==> config.mk <==
export PLATFORM = sky130hd
export DESIGN_NAME = hazard_control_flat
export DESIGN_NICKNAME = d
export VERILOG_FILES = /design/src/rtl/hazard_control_if.sv /design/src/rtl/hazard_control.sv /design/src/flat_wrapper.sv
export SDC_FILE = /design/constraint.sdc
export NUM_CORES = 1
export LEC_CHECK = 0
export ABC_AREA = 1
export BUFFER_PORTS_ARGS = -buffer_cell sky130_fd_sc_hd__buf_2
export CORE_ASPECT_RATIO = 0.7
export CORE_UTILIZATION = 34
export DETAILED_ROUTE_END_ITERATION = 6
export PLACE_DENSITY = 0.95
export SYNTH_ARGS = -nofsm -noshare
export SYNTH_HDL_FRONTEND = slang
export SYNTH_SLANG_ARGS = --single-unit
==> constraint.sdc <==
create_clock -name vclk -period 0.8
set_input_delay 0.04 -clock vclk [all_inputs]
set_output_delay 0.04 -clock vclk [all_outputs]
set_load 0.03 [all_outputs]
==> src/rtl/hazard_control_if.sv <==
// ---------------------------------------------------------------------------
// hazard_control_if
//   Bundle of the hazard unit's pipeline-side signals.
//   master : pipeline side. Drives the register fields, RegWriteM, Stall and
//            CountClear. Receives the forwarding selects, StallCPU and the
//            performance counters.
//   slave  : the hazard unit itself.
// Parameters:
//   REG_ADDR_WIDTH : width of the register-address fields
//   COUNT_WIDTH    : width of each performance counter
// ---------------------------------------------------------------------------
interface hazard_control_if #(
  parameter int REG_ADDR_WIDTH = 5,
  parameter int COUNT_WIDTH    = 32
);
  logic [REG_ADDR_WIDTH-1:0] RsE;
  logic [REG_ADDR_WIDTH-1:0] RtE;
  logic [REG_ADDR_WIDTH-1:0] WriteRegM;
  logic                      RegWriteM;
  logic                      Stall;
  logic                      CountClear;
  logic                      StallCPU;
  logic                      ForwardA_E;
  logic                      ForwardB_E;
  logic [COUNT_WIDTH-1:0]    FwdACount;
  logic [COUNT_WIDTH-1:0]    FwdBCount;
  logic [COUNT_WIDTH-1:0]    StallCount;

  modport master (
    output RsE, RtE, WriteRegM, RegWriteM, Stall, CountClear,
    input  StallCPU, ForwardA_E, ForwardB_E, FwdACount, FwdBCount, StallCount
  );

  modport slave (
    input  RsE, RtE, WriteRegM, RegWriteM, Stall, CountClear,
    output StallCPU, ForwardA_E, ForwardB_E, FwdACount, FwdBCount, StallCount
  );
endinterface

==> src/rtl/hazard_control.sv <==
// ---------------------------------------------------------------------------
// hazard_control
//   Hazard-resolution unit for the 3-stage pipeline. It compares the
//   Execute-stage source fields against the Memory-stage destination and
//   raises per-operand forwarding selects. It passes the external stall
//   request straight through to the CPU stall line.
//
//   Optional feature: define HAZARD_PERF_COUNTERS_EN to compile in the
//   saturating debug counters (forward-A, forward-B and stall cycles).
//   When the macro is undefined, the counters read 0, CountClear is ignored
//   and the unit contains no flops.
//
// Ports:
//   Clock    : system clock (used only by the counters)
//   Reset_n  : asynchronous active-low reset, clears the counters
//   bus      : hazard_control_if.slave
//              inputs  RsE, RtE, WriteRegM, RegWriteM, Stall, CountClear
//              outputs StallCPU, ForwardA_E, ForwardB_E,
//                      FwdACount, FwdBCount, StallCount
// ---------------------------------------------------------------------------
module hazard_control #(
  parameter int REG_ADDR_WIDTH = 5,
  parameter int COUNT_WIDTH    = 32
) (
  input  logic             Clock,
  input  logic             Reset_n,
  hazard_control_if.slave  bus
);

  localparam logic [REG_ADDR_WIDTH-1:0] ZeroReg   = '0;
  localparam logic [COUNT_WIDTH-1:0]    CountZero = '0;

  logic forwardA;
  logic forwardB;
  logic stallCpu;

  // Writes to $0 are discarded, so a match on $0 must never forward.
  assign forwardA = bus.RegWriteM && (bus.RsE == bus.WriteRegM) && (bus.RsE != ZeroReg);
  assign forwardB = bus.RegWriteM && (bus.RtE == bus.WriteRegM) && (bus.RtE != ZeroReg);

  // The M-stage result is always forwardable, so there is no load-use
  // interlock here. Stalls come only from the external request.
  assign stallCpu = bus.Stall;

  assign bus.ForwardA_E = forwardA;
  assign bus.ForwardB_E = forwardB;
  assign bus.StallCPU   = stallCpu;

`ifdef HAZARD_PERF_COUNTERS_EN

  localparam logic [COUNT_WIDTH-1:0] CountMax = '1;
  localparam logic [COUNT_WIDTH-1:0] CountOne = COUNT_WIDTH'(1);

  logic [COUNT_WIDTH-1:0] fwdACount;
  logic [COUNT_WIDTH-1:0] fwdBCount;
  logic [COUNT_WIDTH-1:0] stallCount;

  // Counters hold at all-ones instead of wrapping, so a long-running debug
  // session never shows a misleadingly small value.
  // NOTE: sequential state uses non-blocking assignments so every counter
  // samples the pre-edge values, independent of statement order.
  always_ff @(posedge Clock or negedge Reset_n) begin
    if (!Reset_n) begin
      fwdACount  <= CountZero;
      fwdBCount  <= CountZero;
      stallCount <= CountZero;
    end else if (bus.CountClear) begin
      // Clear wins over a same-cycle increment.
      fwdACount  <= CountZero;
      fwdBCount  <= CountZero;
      stallCount <= CountZero;
    end else begin
      if (forwardA && (fwdACount != CountMax)) begin
        fwdACount <= fwdACount + CountOne;
      end
      if (forwardB && (fwdBCount != CountMax)) begin
        fwdBCount <= fwdBCount + CountOne;
      end
      if (stallCpu && (stallCount != CountMax)) begin
        stallCount <= stallCount + CountOne;
      end
    end
  end

  assign bus.FwdACount  = fwdACount;
  assign bus.FwdBCount  = fwdBCount;
  assign bus.StallCount = stallCount;

`else

  assign bus.FwdACount  = CountZero;
  assign bus.FwdBCount  = CountZero;
  assign bus.StallCount = CountZero;

  // Clock, Reset_n and CountClear stay on the port list for a uniform
  // interface but have no function in this build.
  logic unusedInputs;
  assign unusedInputs = &{1'b0, Clock, Reset_n, bus.CountClear};

`endif

endmodule

==> src/flat_wrapper.sv <==
// flat-port wrapper written by rule: the top's interface ports become plain ports
module hazard_control_flat 
#(
  parameter int REG_ADDR_WIDTH = 5,
  parameter int COUNT_WIDTH    = 32
)
  (Clock, Reset_n, bus_RsE, bus_RtE, bus_WriteRegM, bus_RegWriteM, bus_Stall, bus_CountClear, bus_StallCPU, bus_ForwardA_E, bus_ForwardB_E, bus_FwdACount, bus_FwdBCount, bus_StallCount);
  hazard_control_if #(.REG_ADDR_WIDTH(REG_ADDR_WIDTH), .COUNT_WIDTH(COUNT_WIDTH)) bus_i ();
  input  logic Clock;
  input  logic Reset_n;
  input wire logic [$bits(bus_i.RsE)-1:0] bus_RsE;
  input wire logic [$bits(bus_i.RtE)-1:0] bus_RtE;
  input wire logic [$bits(bus_i.WriteRegM)-1:0] bus_WriteRegM;
  input wire logic [$bits(bus_i.RegWriteM)-1:0] bus_RegWriteM;
  input wire logic [$bits(bus_i.Stall)-1:0] bus_Stall;
  input wire logic [$bits(bus_i.CountClear)-1:0] bus_CountClear;
  output wire logic [$bits(bus_i.StallCPU)-1:0] bus_StallCPU;
  output wire logic [$bits(bus_i.ForwardA_E)-1:0] bus_ForwardA_E;
  output wire logic [$bits(bus_i.ForwardB_E)-1:0] bus_ForwardB_E;
  output wire logic [$bits(bus_i.FwdACount)-1:0] bus_FwdACount;
  output wire logic [$bits(bus_i.FwdBCount)-1:0] bus_FwdBCount;
  output wire logic [$bits(bus_i.StallCount)-1:0] bus_StallCount;
  assign bus_i.RsE = bus_RsE;
  assign bus_i.RtE = bus_RtE;
  assign bus_i.WriteRegM = bus_WriteRegM;
  assign bus_i.RegWriteM = bus_RegWriteM;
  assign bus_i.Stall = bus_Stall;
  assign bus_i.CountClear = bus_CountClear;
  assign bus_StallCPU = bus_i.StallCPU;
  assign bus_ForwardA_E = bus_i.ForwardA_E;
  assign bus_ForwardB_E = bus_i.ForwardB_E;
  assign bus_FwdACount = bus_i.FwdACount;
  assign bus_FwdBCount = bus_i.FwdBCount;
  assign bus_StallCount = bus_i.StallCount;
  hazard_control #(.REG_ADDR_WIDTH(REG_ADDR_WIDTH), .COUNT_WIDTH(COUNT_WIDTH)) u_core (.Clock(Clock), .Reset_n(Reset_n), .bus(bus_i));
endmodule
## After elaboration in Yosys (flattened, before gate mapping)

Cells that the tools add are included.

| cells by class | value |
|---|---|
| equality and inequality tests | 2 |
| reduce and logical (&&, ||, !) cells | 6 |

Operator list:

| cell | number |
|---|---|
| == test 5 bit | 2 |
| nonzero test 5 bit | 2 |
| logical AND 1 bit | 4 |

| storage, ports and cells | value |
|---|---|
| register bits | 0 |
| bits of input ports | 20 |
| output and inout bits | 99 |
| logic and storage cells | 8 |

## Longest topological paths before layout

Gate-level depths: netlist (run 1).

| depth | value |
|---|---|
| word-level depth | 3 |
| gate-level depth with buffers | 6 |
| depth with buffers taken out | 6 |

## Worst setup path after synthesis (run 1)

No wires, ideal clock.

| timing | value |
|---|---|
| path type | input-to-output |
| start point | input port bus_WriteRegM[0] |
| end point | output port bus_ForwardA_E |
| data arrival time | 718 ps |
| data required time | 760 ps |
| setup slack | 42 ps |
| cell stages on the path | 6 |
| path buffers | 0 |
| path through | inv_1 > nand2_1 > nand2_1 > nor2_1 > nand2_1 > nor2_1 |

| between the ends | value |
|---|---|
| longest elaborated chain between the ends | 3 |

RTL lines:

| element | line | RTL |
|---|---|---|
| start, declared | flat_wrapper.sv:13 | `input wire logic [$bits(bus_i.WriteRegM)-1:0] bus_WriteRegM;` |
| == test 5 bit | hazard_control.sv:38 | `assign forwardA = bus.RegWriteM && (bus.RsE == bus.WriteRegM) && (bus.RsE != ZeroReg);` |
| logical AND 1 bit (2 in series) | hazard_control.sv:38 |  |
| end, declared | flat_wrapper.sv:18 | `output wire logic [$bits(bus_i.ForwardA_E)-1:0] bus_ForwardA_E;` |

No other way between the ends.

## Worst setup path in the final report (run 1)

| timing | value |
|---|---|
| start point | input port bus_WriteRegM[1] |
| end point | output port bus_ForwardA_E |

The elaborated chain is that of the path after synthesis.

==> load_flow_metrics.sql, run 1 <==
INSERT INTO impl_metrics (metric_group, metric, value, unit) VALUES
('route', 'final_wirelength', '1.35', 'mm'),
('synth', 'netlist_instances', '158', ''),
('power_and_ir_drop', 'design_power_total', '0.792', 'mW'),
('job', 'drv_cap', '0', ''),
('floorplanning', 'initial_core_util', '0.373', ''),
('power_and_ir_drop', 'netSwitchingFraction', '0.877', ''),
('layout', 'area.sequential', '0', 'sq um'),
('worst_setup_path', 'cp-end-kind', 'primary output', ''),
('route', 'route.detailed.wl_per_inst', '6.48', 'microns'),
('global_route', 'grt_pass1_wl', '1.38', 'mm'),
('layout', 'n_clock_buffer', '0', ''),
('layout', 'seq_cell_count', '0', ''),
('worst_setup_path', 'worst-endpoint-arrival', '740', 'ps'),
('synth', 'synth.cell_area', '960', 'sq um'),
('timing', 'finalMaxSlewViolations', '0', ''),
('synth', 'synth_top_area_frac', '0.759', ''),
('timing', 'report.final.hold_viol_count', '0', ''),
('power_and_ir_drop', 'intPower', '0.0972', 'mW'),
('power_and_ir_drop', 'net-switching-power', '0.695', 'mW'),
('worst_setup_path', 'crit_required', '760', 'ps'),
('timing', 'timing.final.crit_period', '782', 'ps'),
('synth', 'synthDominantAreaCellType', 'sky130_fd_sc_hd__buf_4', ''),
('layout', 'post_route_cells_drive_above_1_share', '0.213', ''),
('route', 'remaining_drc_errors', '0', ''),
('power_and_ir_drop', 'seqPwrFrac', '0', ''),
('worst_setup_path', 'critical_path.startpoint_type', 'input pin', ''),
('floorplanning', 'floorplan.io_pins', '119', ''),
('global_route', 'grt_pass1_vias', '371', ''),
('worst_setup_path', 'worst_setup_path_type', 'in2out', ''),
('floorplanning', 'fp-row-count', '15', ''),
('power_and_ir_drop', 'power_per_cell_area', '977', 'nW/um^2'),
('global_route', 'global_route.usage.total', '0.0567', ''),
('synth', 'seq_area_frac_synth', '0', ''),
('route', 'via_count', '614', ''),
('place', 'hpwl', '1.07', 'mm'),
('outcome', 'outcome', 'completed', ''),
('floorplanning', 'die_width', '65.5', 'microns'),
('floorplanning', 'die_height', '46.5', 'microns'),
('timing', 'fin_crit_sh', '0.978', ''),
('layout', 'diodes', '0', ''),
('layout', 'fillerInstances', '290', ''),
('power_and_ir_drop', 'p_leak', '0.586', 'nW'),
('route', 'drtIter0Drc', '5', ''),
('route', 'drtAntennaViolNets', '0', ''),
('route', 'drt-vias-per-instance', '2.95', ''),
('timing', 'highest_clock_frequency_the_design_can_meet', '1280', 'MHz'),
('place', 'routabilityCongestion', '0.771', ''),
('clock_network', 'cts.hold.buffers_added', '0', ''),
('timing', 'timing.hold.ws', '80.3', 'ps'),
('synth', 'post_synth_main_area_contributors', 'sky130_fd_sc_hd__buf_4, sky130_fd_sc_hd__nand2_1, sky130_fd_sc_hd__inv_1', ''),
('power_and_ir_drop', 'power.share.combinational', '1.000', ''),
('floorplanning', 'core', '2570', 'sq um'),
('worst_hold_path', 'worst_hold_path_type', 'in2out', ''),
('route', 'first_pass_iters', '4', ''),
('floorplanning', 'die-area', '3040', 'sq um'),
('global_route', 'antenna_violations_before_repair', '0', ''),
('global_route', 'maximum_number_of_pins_on_one_net_before_global_route_repair', '5', ''),
('synth', 'count_of_warnings_emitted_by_yosys', '0', ''),
('power_and_ir_drop', 'pwr-share-clk', '0', ''),
('place', 'port-buffer-count', '18', ''),
('synth', 'syn_area_per_cell', '6.07', 'sq um'),
('timing', 'setup_viol_count_final', '0', ''),
('worst_setup_path', 'largest_fanout_of_any_net_on_the_critical_path', '3', ''),
('layout', 'mostFrequentLayoutCells', 'sky130_fd_sc_hd__conb_1, sky130_fd_sc_hd__nand2_1, sky130_fd_sc_hd__nand2_2, sky130_fd_sc_hd__inv_1', ''),
('layout', 'syn2layout_area_growth', '-15.5', '%'),
('layout', 'layout.cells.most_common', 'sky130_fd_sc_hd__conb_1', ''),
('power_and_ir_drop', 'irDropWorstVdd', '0.256', 'mV'),
('layout', 'final_nets', '196', ''),
('synth', 'synth.lib_cells_used.distinct', '7', ''),
('global_route', 'grt_overflow_total', '0', '');
## critical path: stages
cell	delay [ps]
sky130_fd_sc_hd__buf_6	90
sky130_fd_sc_hd__inv_4	40
sky130_fd_sc_hd__nand2_2	60
sky130_fd_sc_hd__nand2_2	60
sky130_fd_sc_hd__nor2_2	110
sky130_fd_sc_hd__nand2_1	60
sky130_fd_sc_hd__nor2_1	110
sky130_fd_sc_hd__buf_4	170
## final timing paths
check,startpoint,to,depth (start not counted)
min,bus_Stall,bus_StallCPU,0
max,bus_WriteRegM[1],bus_ForwardA_E,8
## power by group through the flow
| stage | Clock, mW | Sequential (mW) | Combinational, mW |
|---|---|---|---|
| floorplan | 0 | 0 | 1.03 |
| global placement | 0 | 0 | 0.719 |
| detailed placement | 0 | 0 | 0.724 |
| CTS | 0 | 0 | 0.725 |
| global route | 0 | 0 | 0.848 |
| finish | 0 | 0 | 0.792 |
## per-layer routing
| layer | track usage | up-vias | wire, microns |
|---|---|---|---|
| li1 | - | 302 | - |
| met1 | 0.0589 | 259 | 392 |
| met2 | 0.132 | 49 | 800 |
| met3 | 0.00248 | 4 | 110 |
| met4 | 0 | 0 | 44 |
| met5 | 0 | - | 0 |
## layout make-up
class | count | area [sq um] | share of cell area
inverters | 15 | 58.8 | 0.0725
multi-input cells | 141 | 564 | 0.696
well taps | 34 | 42.5 | 0.0525
repair buffers | 18 | 145 | 0.179
## cells by family (layout without fill, tap and decap cells)
group                  Yosys count  count (layout)  share of synthesized area
buffers and inverters          112              33                      0.817
and+or+nand+nor                 43              43                      0.168
AOI/OAI and AO/OA                2               2                     0.0104
other                            1              96                    0.00391
## synthesized netlist by cell type (all sizes together)
library cell	number
nor2	9
o21ai	2
nand2	34
buf	97
conb	1
inv	15
## what timing repair did
action / 4_1_cts / 5_1_grt
buffers inserted: 0 / 0
gates resized for setup: 1 / 33
pin swaps: 0 / 16
hold endpoints to repair: 0 / 0
setup endpoints to repair: 1 / 2
## through the flow
stage                     setup WS [ps]  std cells  utilization  cell area (sq um)  setup TNS (ps)
after CTS                          3.37        208        0.281                723               0
after floorplan                    41.6        253            -               1320               0
final                              17.9        208        0.315                811               0
after global routing              -32.1        208        0.315                811           -47.4
after detailed placement          -18.1        208        0.280                721           -18.1
after global placement             32.2        208        0.280                721               0
No activity file was read; power rests on OpenSTA's default activity.
==> run 2: changes to the inputs <==
- CORE_MARGIN: default -> 10
==> run 2 against run 1 <==
Sequential cell count did not move. Global-route usage up 0.37 points. Design area shrank 4.6%. Setup slack improved by 42 ps. Worst hold slack hardly changed. First-iteration DRC count is 100% higher. Clock-buffer cell count stayed put. Utilization shrank 3.3 points. Power decreased by 1.2%. Non-clock buffer count stayed put. Maximum frequency is 5.7% higher.
==> load_flow_metrics.sql, run 2 (synthesis results as in run 1) <==
INSERT INTO impl_metrics (metric_group, metric, value, unit) VALUES
('timing', 'fin_crit_sh', '0.925', ''),
('worst_setup_path', 'worst_setup_path_type', 'in2out', ''),
('floorplanning', 'floorplan.io_pins', '119', ''),
('job', 'drv_cap', '0', ''),
('timing', 'finalMaxSlewViolations', '0', ''),
('layout', 'post_route_cells_drive_above_1_share', '0.149', ''),
('worst_setup_path', 'cp-end-kind', 'primary output', ''),
('global_route', 'grtUsageMet3', '0.0225', ''),
('route', 'remaining_drc_errors', '0', ''),
('layout', 'area.sequential', '0', 'sq um'),
('route', 'drt-vias-per-instance', '2.71', ''),
('global_route', 'use_met1', '0.0446', ''),
('layout', 'final_cells', '210', ''),
('worst_setup_path', 'largest_fanout_of_any_net_on_the_critical_path', '3', ''),
('place', 'hpwl', '2.05', 'mm'),
('layout', 'syn2layout_area_growth', '-19.4', '%'),
('worst_hold_path', 'worst_hold_path_type', 'in2out', ''),
('layout', 'layout.cells.most_common', 'sky130_fd_sc_hd__conb_1', ''),
('route', 'drtAntennaViolNets', '0', ''),
('worst_setup_path', 'critical_path.cell_chain', 'buf_2, inv_1, nand2_1, nand2_2, nor2_2, nand2_1, nor2_1, buf_4', ''),
('worst_setup_path', 'crit_path_start', 'bus_WriteRegM[0]', ''),
('timing', 'highest_clock_frequency_the_design_can_meet', '1350', 'MHz'),
('global_route', 'grt_overflow_total', '0', ''),
('timing', 'report.final.hold_viol_count', '0', ''),
('layout', 'n_clock_buffer', '0', ''),
('route', 'drtIter0Drc', '10', ''),
('route', 'first_pass_iters', '4', ''),
('worst_setup_path', 'worst_path_max_stage_delay', '170', 'ps'),
('clock_network', 'cts.hold.buffers_added', '0', ''),
('worst_setup_path', 'cpLargestDelayFamily', 'simple AND/OR/NAND/NOR gates', ''),
('timing', 'timing.hold.ws', '80.1', 'ps'),
('power_and_ir_drop', 'p_leak', '0.580', 'nW'),
('route', 'final_wirelength', '2.16', 'mm'),
('floorplanning', 'die_width', '83.5', 'microns'),
('worst_setup_path', 'crit_required', '760', 'ps'),
('global_route', 'grt.met2_usage', '0.145', ''),
('route', 'route.detailed.wl_per_inst', '10.3', 'microns'),
('global_route', 'global_route.usage.total', '0.0604', ''),
('place', 'port-buffer-count', '18', ''),
('global_route', 'busiest_layer', 'met2', ''),
('floorplanning', 'die_height', '64.5', 'microns'),
('timing', 'timing.final.crit_period', '740', 'ps'),
('layout', 'seq_cell_count', '0', ''),
('place', 'routabilityCongestion', '0.735', ''),
('layout', 'diodes', '0', ''),
('floorplanning', 'die-area', '5380', 'sq um'),
('worst_setup_path', 'worst-endpoint-arrival', '700', 'ps'),
('layout', 'mostFrequentLayoutCells', 'sky130_fd_sc_hd__conb_1, sky130_fd_sc_hd__nand2_1, sky130_fd_sc_hd__inv_1', ''),
('worst_setup_path', 'critical_path.slowest_cell', 'sky130_fd_sc_hd__buf_4', ''),
('floorplanning', 'core', '2740', 'sq um'),
('global_route', 'grt_pass1_vias', '604', ''),
('worst_setup_path', 'most_common_cell_type_on_the_critical_path', 'sky130_fd_sc_hd__nand2_1', ''),
('layout', 'multiInputGateArea', '549', 'sq um'),
('clock_network', 'postCtsSetupBuffers', '0', ''),
('place', 'numPlacedInstances', '210', ''),
('worst_setup_path', 'cp_num_cells', '8', ''),
('worst_setup_path', 'critical_path.startpoint_type', 'input pin', ''),
('floorplanning', 'fp-row-count', '16', ''),
('outcome', 'outcome', 'completed', ''),
('power_and_ir_drop', 'power_per_cell_area', '1010', 'nW/um^2'),
('power_and_ir_drop', 'design_power_total', '0.783', 'mW'),
('floorplanning', 'initial_core_util', '0.350', ''),
('worst_setup_path', 'critPathBufInv', '3', ''),
('global_route', 'grt_pass1_wl', '2.92', 'mm'),
('global_route', 'antenna_violations_before_repair', '0', ''),
('timing', 'setup_viol_count_final', '0', ''),
('route', 'via_count', '570', ''),
('layout', 'fillerInstances', '318', ''),
('global_route', 'maximum_number_of_pins_on_one_net_before_global_route_repair', '5', ''),
('layout', 'final_nets', '196', ''),
('worst_setup_path', 'setup.worst_path.end', 'bus_ForwardA_E', ''),
('power_and_ir_drop', 'irDropWorstVdd', '0.293', 'mV');
run 2: cell count changes in the layout (fill, tap and decap cells not counted):
cell                      delta
sky130_fd_sc_hd__buf_2       +3
sky130_fd_sc_hd__buf_4       +1
sky130_fd_sc_hd__buf_6       -4
sky130_fd_sc_hd__inv_1       +3
sky130_fd_sc_hd__inv_2       -2
sky130_fd_sc_hd__inv_4       -1
sky130_fd_sc_hd__nand2_1     +8
sky130_fd_sc_hd__nand2_2     -8
sky130_fd_sc_hd__nor2_2      -1
sky130_fd_sc_hd__nor2_4      +1
run 2: final cells by class:
cell class	count	share of cell area
Multi-Input combinational cell	141	0.710
Timing Repair Buffer	18	0.159
Inverter	15	0.0728
Tap cell	36	0.0583
run 2: report_power, final:
part | switching, mW | leakage (nW) | total [mW] | internal [mW]
clock network | 0 | 0 | 0 | 0
logic | 0.701 | 0.580 | 0.783 | 0.0814
registers | 0 | 0 | 0 | 0
run 2: repair_timing:
action	in CTS	in global routing
endpoints found under the setup margin	2	2
pin swaps	0	9
cloned	0	0
gates resized for setup	2	15
run 2: worst min-delay path by stage:
stage | depth (start not counted) | slack (ps) | end | from
after floorplan | 1 | 210 | bus_StallCPU | bus_Stall
after global placement | 0 | 80 | bus_StallCPU | bus_Stall
after detailed placement | 0 | 80 | bus_StallCPU | bus_Stall
after CTS | 0 | 80 | bus_StallCPU | bus_Stall
after global routing | 0 | 80 | bus_StallCPU | bus_Stall
final | 0 | 80 | bus_StallCPU | bus_Stall
run 2: per-stage QoR:
stage          cell area [sq um]  setup TNS (ps)   util  setup WS (ps)
6_report                     773               0  0.282           60.3
3_5_place_dp                 723           -24.6  0.264          -20.9
5_1_grt                      773           -9.85  0.282          -9.85
2_1_floorplan               1320               0      -           41.6
4_1_cts                      728               0  0.266           9.84
3_3_place_gp                 723               0  0.264           17.1
run 2: routing by layer:
metal	share of wire	up-vias
met5	0	-
met2	0.63	39
met3	0.098	0
met4	0	0
li1	-	299
met1	0.27	232
==> run 3: changes to the inputs <==
--- a/config.mk
+++ b/config.mk
@@ -9,5 +9,8 @@
 export BUFFER_PORTS_ARGS = -buffer_cell sky130_fd_sc_hd__buf_2
+export CAP_MARGIN = 20
+export CELL_PAD_IN_SITES_DETAIL_PLACEMENT = 0
+export CELL_PAD_IN_SITES_GLOBAL_PLACEMENT = 1
 export CORE_ASPECT_RATIO = 0.7
 export CORE_MARGIN = 10
-export CORE_UTILIZATION = 34
+export CORE_UTILIZATION = 20
 export DETAILED_ROUTE_END_ITERATION = 6
==> constraint.sdc (replaced) <==
create_clock -name vclk -period 0.8
set_input_delay 0.04 -clock vclk [all_inputs]
set_output_delay 0.04 -clock vclk [all_outputs]
set_load 0.02 [all_outputs]
==> run 3 against run 2 <==
Non-clock buffer count unchanged. Design area decreased by 1.8%. Global-route usage decreased by 2.1 points. Critical path depth unchanged. First-iteration DRC count decreased by 60%. Critical path type unchanged. Routed wire length increased by 2.4%. Via count increased by 4.4%.
==> load_flow_metrics.sql, run 3 (synthesis results as in run 1) <==
INSERT INTO impl_metrics (metric_group, metric, value, unit) VALUES
('outcome', 'outcome', 'completed', ''),
('power_and_ir_drop', 'power_per_cell_area', '745', 'nW/um^2'),
('floorplanning', 'core', '4480', 'sq um'),
('timing', 'finalMaxSlewViolations', '0', ''),
('route', 'via_count', '595', ''),
('layout', 'diodes', '0', ''),
('power_and_ir_drop', 'irDropWorstVdd', '0.136', 'mV'),
('layout', 'final_cells', '229', ''),
('floorplanning', 'die-area', '8010', 'sq um'),
('global_route', 'global_route.usage.total', '0.0392', ''),
('layout', 'syn2layout_area_growth', '-20.9', '%'),
('route', 'route.detailed.wl_per_inst', '9.65', 'microns'),
('place', 'numPlacedInstances', '229', ''),
('layout', 'final_nets', '196', ''),
('layout', 'seq_cell_count', '0', ''),
('layout', 'area.sequential', '0', 'sq um'),
('timing', 'setup_slack', '75.2', 'ps'),
('route', 'drtIter0Drc', '4', ''),
('timing', 'timing.hold.ws', '80.2', 'ps'),
('route', 'first_pass_iters', '3', ''),
('worst_setup_path', 'worst_setup_path_type', 'in2out', ''),
('power_and_ir_drop', 'p_leak', '0.570', 'nW'),
('place', 'port-buffer-count', '18', ''),
('layout', 'multiInputGateArea', '537', 'sq um'),
('route', 'drtAntennaViolNets', '0', ''),
('global_route', 'antenna_violations_before_repair', '0', ''),
('floorplanning', 'die_height', '78.0', 'microns'),
('floorplanning', 'floorplan.io_pins', '119', ''),
('worst_setup_path', 'largest_fanout_of_any_net_on_the_critical_path', '3', ''),
('worst_setup_path', 'cp-end-kind', 'primary output', ''),
('place', 'routabilityCongestion', '0.765', ''),
('layout', 'post_route_cells_drive_above_1_share', '0.132', ''),
('timing', 'fin_crit_sh', '0.906', ''),
('route', 'final_wirelength', '2.21', 'mm'),
('route', 'drt-vias-per-instance', '2.60', ''),
('timing', 'report.final.hold_viol_count', '0', ''),
('power_and_ir_drop', 'design_power_total', '0.566', 'mW'),
('job', 'drv_cap', '0', ''),
('place', 'post-place-ws', '10.9', 'ps'),
('global_route', 'grt_overflow_total', '0', ''),
('global_route', 'maximum_number_of_pins_on_one_net_before_global_route_repair', '5', ''),
('worst_setup_path', 'worst-endpoint-arrival', '680', 'ps'),
('layout', 'fillerInstances', '526', ''),
('route', 'remaining_drc_errors', '0', ''),
('floorplanning', 'initial_core_util', '0.214', ''),
('clock_network', 'cts.hold.buffers_added', '0', ''),
('worst_setup_path', 'critical_path.startpoint_type', 'input pin', ''),
('place', 'hpwl', '2.15', 'mm'),
('timing', 'setup_viol_count_final', '0', ''),
('timing', 'timing.final.crit_period', '725', 'ps'),
('layout', 'n_clock_buffer', '0', ''),
('timing', 'highest_clock_frequency_the_design_can_meet', '1380', 'MHz'),
('worst_setup_path', 'crit_required', '760', 'ps'),
('layout', 'mostFrequentLayoutCells', 'sky130_fd_sc_hd__conb_1, sky130_fd_sc_hd__nand2_1, sky130_fd_sc_hd__buf_2', ''),
('layout', 'layout.cells.most_common', 'sky130_fd_sc_hd__conb_1', ''),
('clock_network', 'postCtsSetupBuffers', '0', ''),
('floorplanning', 'die_width', '103', 'microns'),
('global_route', 'grt_pass1_wl', '2.67', 'mm'),
('global_route', 'grt_pass1_vias', '581', ''),
('worst_hold_path', 'worst_hold_path_type', 'in2out', ''),
('floorplanning', 'fp-row-count', '20', '');
-- run 3: changes by cell type in the layout (fill, tap and decap cells not counted) --
cell and delta:
sky130_fd_sc_hd__nor2_1 +2, sky130_fd_sc_hd__buf_2 +4, sky130_fd_sc_hd__nand2_2 -1, sky130_fd_sc_hd__nor2_4 -1
sky130_fd_sc_hd__nand2_1 +1, sky130_fd_sc_hd__nor2_2 -1, sky130_fd_sc_hd__buf_6 -4
-- run 3: layer usage --
layer | vias to the layer above | GRT usage | wire [microns] | share of wire
li1 | 299 | - | - | -
met1 | 258 | 0.0210 | 560 | 0.25
met2 | 38 | 0.111 | 1480 | 0.67
met3 | 0 | 0.00265 | 173 | 0.078
met4 | 0 | 0 | 0 | 0
met5 | - | 0 | 0 | 0
-- run 3: area by class of cell --
class                           instances  share of cell area
Multi-Input combinational cell        141               0.707
Timing Repair Buffer                   18               0.129
Tap cell                               55              0.0906
Inverter                               15              0.0741
-- run 3: metrics by stage --
stage	instance area [sq um]	utilization	setup TNS, ps
2_1_floorplan	1320	-	0
4_1_cts	747	0.167	0
5_1_grt	759	0.170	-9.35
3_5_place_dp	747	0.167	0
3_3_place_gp	747	0.167	0
6_report	759	0.170	0
-- run 3: critical path, cell delays in order --
cell and delay [ps]:
sky130_fd_sc_hd__buf_2 90, sky130_fd_sc_hd__inv_1 60, sky130_fd_sc_hd__nand2_1 50, sky130_fd_sc_hd__nand2_1 40, sky130_fd_sc_hd__nor2_1 100, sky130_fd_sc_hd__nand2_1 60, sky130_fd_sc_hd__nor2_1 90, sky130_fd_sc_hd__buf_4 150
-- run 3: what timing repair did --
action	in CTS	in global routing
endpoints found under the setup margin	0	2
hold endpoints to repair	0	0
gates resized for setup	0	7
-- run 3: power by group --
| group | total, mW | internal, mW | leakage, nW | switching (mW) |
|---|---|---|---|---|
| logic | 0.566 | 0.0663 | 0.570 | 0.499 |
| registers | 0 | 0 | 0 | 0 |
| clock network | 0 | 0 | 0 | 0 |
-- run 3: worst paths after layout --
check | slack [ps] | cells after the start | to | startpoint
max | 80 | 8 | bus_ForwardA_E | bus_WriteRegM[0]
min | 80 | 0 | bus_StallCPU | bus_Stall
